File: src/rtl/segment_reader_if.sv
// Bundle of 7-segment tap inputs and the reconstructed-frame valid/ready output.
// Pure wiring: no logic, no latency.
// out_ready is driven by the consumer; out_err only exists with SEGMENT_READER_ERR_EN.
interface segment_reader_if #(
    parameter int DIGITS = 4
);
    logic [DIGITS-1:0]   dig_en;
    logic [6:0]          seg;
    logic [4*DIGITS-1:0] out_data;
    logic                out_valid;
    logic                out_ready;
    logic                out_ovf;
`ifdef SEGMENT_READER_ERR_EN
    logic                out_err;

    modport master (
        output dig_en, seg, out_ready,
        input  out_data, out_valid, out_ovf, out_err
    );
    modport slave (
        input  dig_en, seg, out_ready,
        output out_data, out_valid, out_ovf, out_err
    );
`else
    modport master (
        output dig_en, seg, out_ready,
        input  out_data, out_valid, out_ovf
    );
    modport slave (
        input  dig_en, seg, out_ready,
        output out_data, out_valid, out_ovf
    );
`endif
endinterface

File: src/rtl/segment_reader.sv
// Reconstructs the hex frame shown on a multiplexed 7-segment bus (optional SEGMENT_READER_ERR_EN adds out_err).
// Latency: out_valid rises the cycle after the STABLE-th identical cycle of the last digit to fill.
// Backpressure: a frame completing while the held frame is not being accepted is dropped and flagged on out_ovf.
module segment_reader #(
    parameter int DIGITS = 4,
    parameter int STABLE = 3
) (
    input  logic           clk,
    input  logic           rst,
    segment_reader_if.slave bus
);
    localparam int FW = 4 * DIGITS;
    localparam logic [3:0] STABLE_L = 4'(STABLE);

    logic [DIGITS+6:0] prev;
    logic [3:0]        run_len;
    logic [3:0]        run_len_nxt;
    logic [DIGITS-1:0] fill;
    logic [DIGITS-1:0] fill_nxt;
    logic [FW-1:0]     acc;
    logic [FW-1:0]     acc_nxt;
    logic              onehot;
    logic              same;
    logic              capture;
    logic              frame_done;
    logic              load;
    logic [3:0]        nib;

    // Inverse of the hex-to-segment decoder; unknown patterns map to 0.
    function automatic logic [3:0] seg_to_nibble(input logic [6:0] s);
        case (s)
            7'b1111110: return 4'h0;
            7'b0110000: return 4'h1;
            7'b1101101: return 4'h2;
            7'b1111001: return 4'h3;
            7'b0110011: return 4'h4;
            7'b1011011: return 4'h5;
            7'b1011111: return 4'h6;
            7'b1110000: return 4'h7;
            7'b1111111: return 4'h8;
            7'b1110011: return 4'h9;
            7'b1110111: return 4'hA;
            7'b0011111: return 4'hB;
            7'b1001110: return 4'hC;
            7'b0111101: return 4'hD;
            7'b1001111: return 4'hE;
            7'b1000111: return 4'hF;
            default:    return 4'h0;
        endcase
    endfunction

    // Run tracking, single capture per run, slot merge and frame-complete/load decision.
    always_comb begin
        onehot = $onehot(bus.dig_en);
        same   = onehot && ({bus.dig_en, bus.seg} == prev);
        nib    = seg_to_nibble(bus.seg);
        if (same) begin
            run_len_nxt = (run_len == STABLE_L) ? run_len : run_len + 4'd1;
        end else begin
            run_len_nxt = onehot ? 4'd1 : 4'd0;
        end
        // A saturated run that continues must not capture again.
        capture  = onehot && (run_len_nxt == STABLE_L) && !(same && run_len == STABLE_L);
        fill_nxt = fill;
        acc_nxt  = acc;
        for (int i = 0; i < DIGITS; i++) begin
            if (capture && bus.dig_en[i]) begin
                fill_nxt[i]       = 1'b1;
                acc_nxt[4*i +: 4] = nib;
            end
        end
        frame_done = capture && (&fill_nxt);
        load       = frame_done && (!bus.out_valid || bus.out_ready);
    end

    // Previous strobe/pattern and saturating run length.
    always_ff @(posedge clk) begin
        if (rst) begin
            prev    <= '0;
            run_len <= 4'd0;
        end else begin
            prev    <= {bus.dig_en, bus.seg};
            run_len <= run_len_nxt;
        end
    end

    // Slot accumulator; fill restarts as soon as a frame completes, stale nibbles are always rewritten.
    always_ff @(posedge clk) begin
        if (rst) begin
            fill <= '0;
            acc  <= '0;
        end else begin
            fill <= frame_done ? '0 : fill_nxt;
            acc  <= acc_nxt;
        end
    end

    // Output register: load a finished frame, clear on accept, flag drops.
    always_ff @(posedge clk) begin
        if (rst) begin
            bus.out_data  <= '0;
            bus.out_valid <= 1'b0;
            bus.out_ovf   <= 1'b0;
        end else begin
            bus.out_ovf <= frame_done && !load;
            if (load) begin
                bus.out_data  <= acc_nxt;
                bus.out_valid <= 1'b1;
            end else if (bus.out_ready) begin
                bus.out_valid <= 1'b0;
            end
        end
    end

`ifdef SEGMENT_READER_ERR_EN
    logic err_acc;
    logic invalid;

    // Anything decoding to 0 other than the real "0" glyph is an invalid pattern.
    always_comb begin
        invalid = (nib == 4'h0) && (bus.seg != 7'b1111110);
    end

    // Sticky per-frame error, registered alongside the frame data.
    always_ff @(posedge clk) begin
        if (rst) begin
            err_acc     <= 1'b0;
            bus.out_err <= 1'b0;
        end else begin
            if (frame_done) begin
                err_acc <= 1'b0;
            end else if (capture) begin
                err_acc <= err_acc | invalid;
            end
            if (load) begin
                bus.out_err <= err_acc | (capture & invalid);
            end
        end
    end
`endif
endmodule

File: src/flat_wrapper.sv
// flat-port wrapper written by rule: the top's interface ports become plain ports
module segment_reader_flat 
#(
    parameter int DIGITS = 4,
    parameter int STABLE = 3
)
  (clk, rst, bus_dig_en, bus_seg, bus_out_ready, bus_out_data, bus_out_valid, bus_out_ovf);
  segment_reader_if #(.DIGITS(DIGITS)) bus_i ();
  input  logic clk;
  input  logic rst;
  input wire logic [$bits(bus_i.dig_en)-1:0] bus_dig_en;
  input wire logic [$bits(bus_i.seg)-1:0] bus_seg;
  input wire logic [$bits(bus_i.out_ready)-1:0] bus_out_ready;
  output wire logic [$bits(bus_i.out_data)-1:0] bus_out_data;
  output wire logic [$bits(bus_i.out_valid)-1:0] bus_out_valid;
  output wire logic [$bits(bus_i.out_ovf)-1:0] bus_out_ovf;
  assign bus_i.dig_en = bus_dig_en;
  assign bus_i.seg = bus_seg;
  assign bus_i.out_ready = bus_out_ready;
  assign bus_out_data = bus_i.out_data;
  assign bus_out_valid = bus_i.out_valid;
  assign bus_out_ovf = bus_i.out_ovf;
  segment_reader #(.DIGITS(DIGITS), .STABLE(STABLE)) u_core (.clk(clk), .rst(rst), .bus(bus_i));
endmodule
File: config.mk
export PLATFORM = sky130hd
export DESIGN_NAME = segment_reader_flat
export DESIGN_NICKNAME = d
export VERILOG_FILES = /design/src/rtl/segment_reader_if.sv /design/src/rtl/segment_reader.sv /design/src/flat_wrapper.sv
export SDC_FILE = /design/constraint.sdc
export NUM_CORES = 1
export LEC_CHECK = 0
export CAP_MARGIN = 15
export CELL_PAD_IN_SITES_DETAIL_PLACEMENT = 0
export CELL_PAD_IN_SITES_GLOBAL_PLACEMENT = 1
export CORE_ASPECT_RATIO = 0.5
export CORE_UTILIZATION = 46
export DETAILED_ROUTE_END_ITERATION = 12
export GPL_TIMING_DRIVEN = 0
export PLACE_DENSITY = 0.85
export SLEW_MARGIN = 20
export SYNTH_ARGS = -nofsm -noshare
export SYNTH_HDL_FRONTEND = slang
export SYNTH_SLANG_ARGS = --single-unit
File: constraint.sdc
create_clock -name clk -period 7.2 [get_ports clk]
set_input_delay 0.72 -clock clk [delete_from_list [all_inputs] [get_ports clk]]
set_output_delay 0.72 -clock clk [all_outputs]
set_load 0.01 [all_outputs]
# Word level (Yosys, flattened, before mapping)
# Index checks and enable logic that the tools add are counted.
# op_classes
addsub,4
eq_ne,19
muxes,14
n_reduce_logical,18
# ops
operator,n
$eq 7x7->1 const B,11
$pmux 4 s15,1
$mux 4,6
$eq 7x6->1 const B,3
$eq 11x11->1,1
$logic_and 1x1->1,11
$eq 4x2->1 const B,2
$eq 7x5->1 const B,1
$mux 1,7
$add 1x1->2,2
$add 4x1->4 const B,1
$reduce_and 4->1,1
$add 3x3->3,1
$eq 3x1->1 const B,1
$logic_not 1->1,3
$reduce_bool 2->1,1
$reduce_or 2->1,1
$logic_or 1x1->1,1
# totals
regBits,53
word_cells,62

# Depth between registers and ports, before layout
# depth
depth_word,15
mapped_depth,10

# Least setup slack after synthesis
# Ideal clock, no wire load.
# synth_path
path_kind,input -> register
from,in bus_dig_en[2]
to,reg u_core.bus.out_data[14]
setup_time_ns,0.120
arrival_ns,3.389
required_time_ns,7.080
slack_ns,3.691
path_stages,9
n_path_buf,1
cell_sequence,ha_1 -> ha_1 -> fa_1 -> or3b_4 -> or4_1 -> buf_6 -> nor4_4 -> mux2i_1 -> o2bb2ai_2
# synth_via
elab_chain_cells,13
# synth_rtl
item,line,source
"start, declared",flat_wrapper.sv:11,input wire logic [$bits(bus_i.dig_en)-1:0] bus_dig_en;
$add 1x1->2 (not written as such),segment_reader.sv:54,onehot = $onehot(bus.dig_en);
$add 3x3->3 (not written as such),segment_reader.sv:54,
$eq 3x1->1,segment_reader.sv:54,
$mux 1 / $logic_and 1x1->1 (equally long branches),"segment_reader.sv:60, segment_reader.sv:55",
$mux 4,segment_reader.sv:57,if (same) begin
$eq 4x2->1,segment_reader.sv:63,capture = onehot && (run_len_nxt == STABLE_L) && !(same && run_len == STABLE_L);
$logic_and 1x1->1 (2 in a row),segment_reader.sv:63,
$logic_and 1x1->1,segment_reader.sv:67,if (capture && bus.dig_en[i]) begin
$mux 1,segment_reader.sv:67,
$reduce_and 4->1,segment_reader.sv:72,frame_done = capture && (&fill_nxt);
$logic_and 1x1->1,segment_reader.sv:72,
$logic_and 1x1->1,segment_reader.sv:73,load = frame_done && (!bus.out_valid || bus.out_ready);
"end signal, assigned",segment_reader.sv:107,bus.out_data <= acc_nxt;
"end, declared",segment_reader_if.sv:31,"output out_data, out_valid, out_ovf"
# Parallel ways exist; a longest one is shown, timed or not.
# A chain may end at the register's enable or synchronous reset.

# Worst setup path in the final report
# layout_path
from,in bus_dig_en[3]
to,reg u_core.bus.out_data[8]
# The elaborated chain is that of the path after synthesis.

==> results.toml <==
[layout]
syn2layout_area_growth_pct = 19.1
nets = 296
diodes = 0
design_area_um2 = 3000
seqCellArea_um2 = 1060
multi_input_area_um2 = 1360
final_layout_size_suffix_gt1_frac = 0.112
fillers = 453

[global_routing]
grt_usage = 0.204
grt_start_max_net_pins = 19
grt_pass1_vias = 1824
globalRouteOverflowTotal = 0
antenna_found_initial = 0
grt_pass1_wl_mm = 8.82

[timing]
fin_crit_sh = 0.564
max_freq_ghz = 0.246
worstMarginPinSlew_ps = 621
timing.final.crit_period_ps = 4060
rsz0062_at_grt = "false"
skew_ps = 8.82
setup_viol = 0
finalHoldViolCount = 0
slew_headroom = 0.585
final.setup.tns_ps = 0
drv_slew = 0

[power_and_ir_drop]
p_total_mw = 0.534
power.leakage_nw = 1.06
power_density_nw_per_um2 = 178
ir_drop_uv = 101

[placement]
placed_area_um2 = 2910
place_hpwl_mm = 3.88
io_buffers = 30
place.gp.congestion = 0.838

[route]
viasPerCell = 5.58
drt_wl_total_mm = 5.35
drc = 0
first_pass_iters = 4
detail-route-antenna-nets = 0
drt_iter0_drc = 83
num_vias = 1941
post_drt_wl_per_cell_um = 15.4

[floorplanning]
rows = 18
die_w_um = 107
dieArea_um2 = 5800
start_util = 0.496
io-pin-count = 32
core-area_um2 = 5090
fp.dieH_um = 54.4

[synth]
synth_area_leaders = "dfxtp_1, xor2_1, mux2i_1, o2bb2ai_2, nor4_4"
syn_inst = 240
synth.avg_cell_area_um2 = 10.5
synth_top_cell_by_area = "dfxtp_1"
synth_edf_count = 0
seq_area_frac_synth = 0.421
synth_ff_type = "dfxtp_1"
ys.warnings.count = 0
synth_area_um2 = 2520
syn_nets = 259
ys_ff_latch = 53
synth.top_cell.area_share = 0.421
post_synth_num_cell_types = 47
yosysMostFrequentCell = "dfxtp_1"
async_flop_share = 0
synthTopCellsByCount = "dfxtp_1, nor2_1, xor2_1"

[min_path]
hp-start = "u_core.bus.out_data[15]$_SDFFE_PP0P_"
hold_depth = 1
hold_path.class = "reg2reg"
min_to = "u_core.bus.out_data[15]$_SDFFE_PP0P_"

[critical_path]
cp.required_ps = 7410
startpoint_type = "primary input"
cp.arrival_ps = 4280
end_kind = "flop"
reg2reg_from = "u_core.run_len[0]$_SDFF_PP0_"
r2r_cells = 7
crit_fanout = 10
startpoint = "bus_dig_en[3]"
path_class = "in2reg"
r2r_setup_slack_ps = 4640
r2r-end = "u_core.bus.out_data[2]$_SDFFE_PP0P_"

[clock_tree]
cts_tree = "done"
clock_sinks = 53
clk_latency_ps = 320
cts_hold_buf = 0
cts-root-buf = "clkbuf_8"
htree_levels = 2
postCtsSetupRepairBufs = 0
cts_repair_resize_count = 0
numCtsBuffers = 5
clk_pin_slew_worst_paths_ps = 100
ctsLongestPathBuffers = 2

[job]
drv_cap = 0

[status]
status = "complete, no violations"
## state kept, by name (all words and copies together) (netlist names)
name	count
u_core.acc	16
u_core.run_len	4
u_core.fill	4
u_core.bus.out_data	16
u_core.bus.out_ovf	1
u_core.prev	11
u_core.bus.out_valid	1
## critical path, cell delays in order
cell and delay [ps]:
clkdlybuf4s50_1 600, ha_1 280, ha_1 210, fa_1 440
or3b_4 410, or4_1 430, buf_6 170, nor3_4 450
a31oi_4 240, buf_6 210, o2bb2ai_1 120
## placed cells by master (no fill, tap or decap), types with 5 or more instances in the layout
cell	Yosys	routed
dfxtp_1	53	53
clkbuf_8	1	6
mux2i_1	13	13
nand2_1	5	5
nor2_1	21	21
a21oi_1	5	5
clkbuf_1	10	10
nand3_1	7	7
xor2_1	15	15
nor2b_1	12	12
o2bb2ai_2	8	8
clkdlybuf4s50_1	0	30
nor3b_1	10	10
o211ai_1	8	8
o2bb2ai_1	8	8
## area by class of cell
class | instances | share of cell area
Tap cell | 70 | 0.0292
Inverter | 2 | 0.00250
Multi-Input combinational cell | 170 | 0.454
Timing Repair Buffer | 30 | 0.100
Buffer | 15 | 0.0300
Sequential cell | 53 | 0.353
Clock buffer | 5 | 0.0229
Clock inverter | 3 | 0.00833
## logic make-up (layout without fill, tap and decap cells)
logic type,after synthesis,after routing,synth area share
buffers and inverters,17,55,0.0387
adder cells (fa/ha/maj),5,5,0.0278
multiplexers,13,13,0.0516
AND/OR/NAND/NOR,92,92,0.247
flip-flops,53,53,0.421
AO/OA/AOI/OAI,44,44,0.159
XOR/XNOR,16,16,0.0556
## worst max path at each step
stage,endpoint,slack (ps),depth (start not counted)
after CTS,u_core.bus.out_data[14]$_SDFFE_PP0P_,3170,10
after floorplan,u_core.bus.out_data[14]$_SDFFE_PP0P_,3690,9
after global placement,u_core.bus.out_data[14]$_SDFFE_PP0P_,2830,10
after global routing,u_core.bus.out_data[8]$_SDFFE_PP0P_,2990,10
after detailed placement,u_core.bus.out_data[8]$_SDFFE_PP0P_,2830,11
final,u_core.bus.out_data[8]$_SDFFE_PP0P_,3140,11
## metrics by stage
| stage | setup WS, ps | hold slack [ps] | cells | util |
|---|---|---|---|---|
| global placement | 2830 | 448 | 340 | 0.572 |
| global route | 2990 | 493 | 348 | 0.590 |
| CTS | 3170 | 477 | 348 | 0.590 |
| detailed placement | 2830 | 451 | 340 | 0.572 |
| floorplan | 3690 | 442 | 240 | - |
| finish | 3140 | 475 | 348 | 0.590 |
## power by group
group	switching, mW	internal [mW]
clock network	0.105	0.0704
logic	0.0351	0.0251
registers	0.00223	0.297
## metal layers
layer / track usage / part of all wire
met1: 0.270 / 0.51
met5: 0 / 0
met3: 0.0536 / 0.046
met2: 0.332 / 0.43
met4: 0.0616 / 0.011
Power figures use the tool's default switching activity.
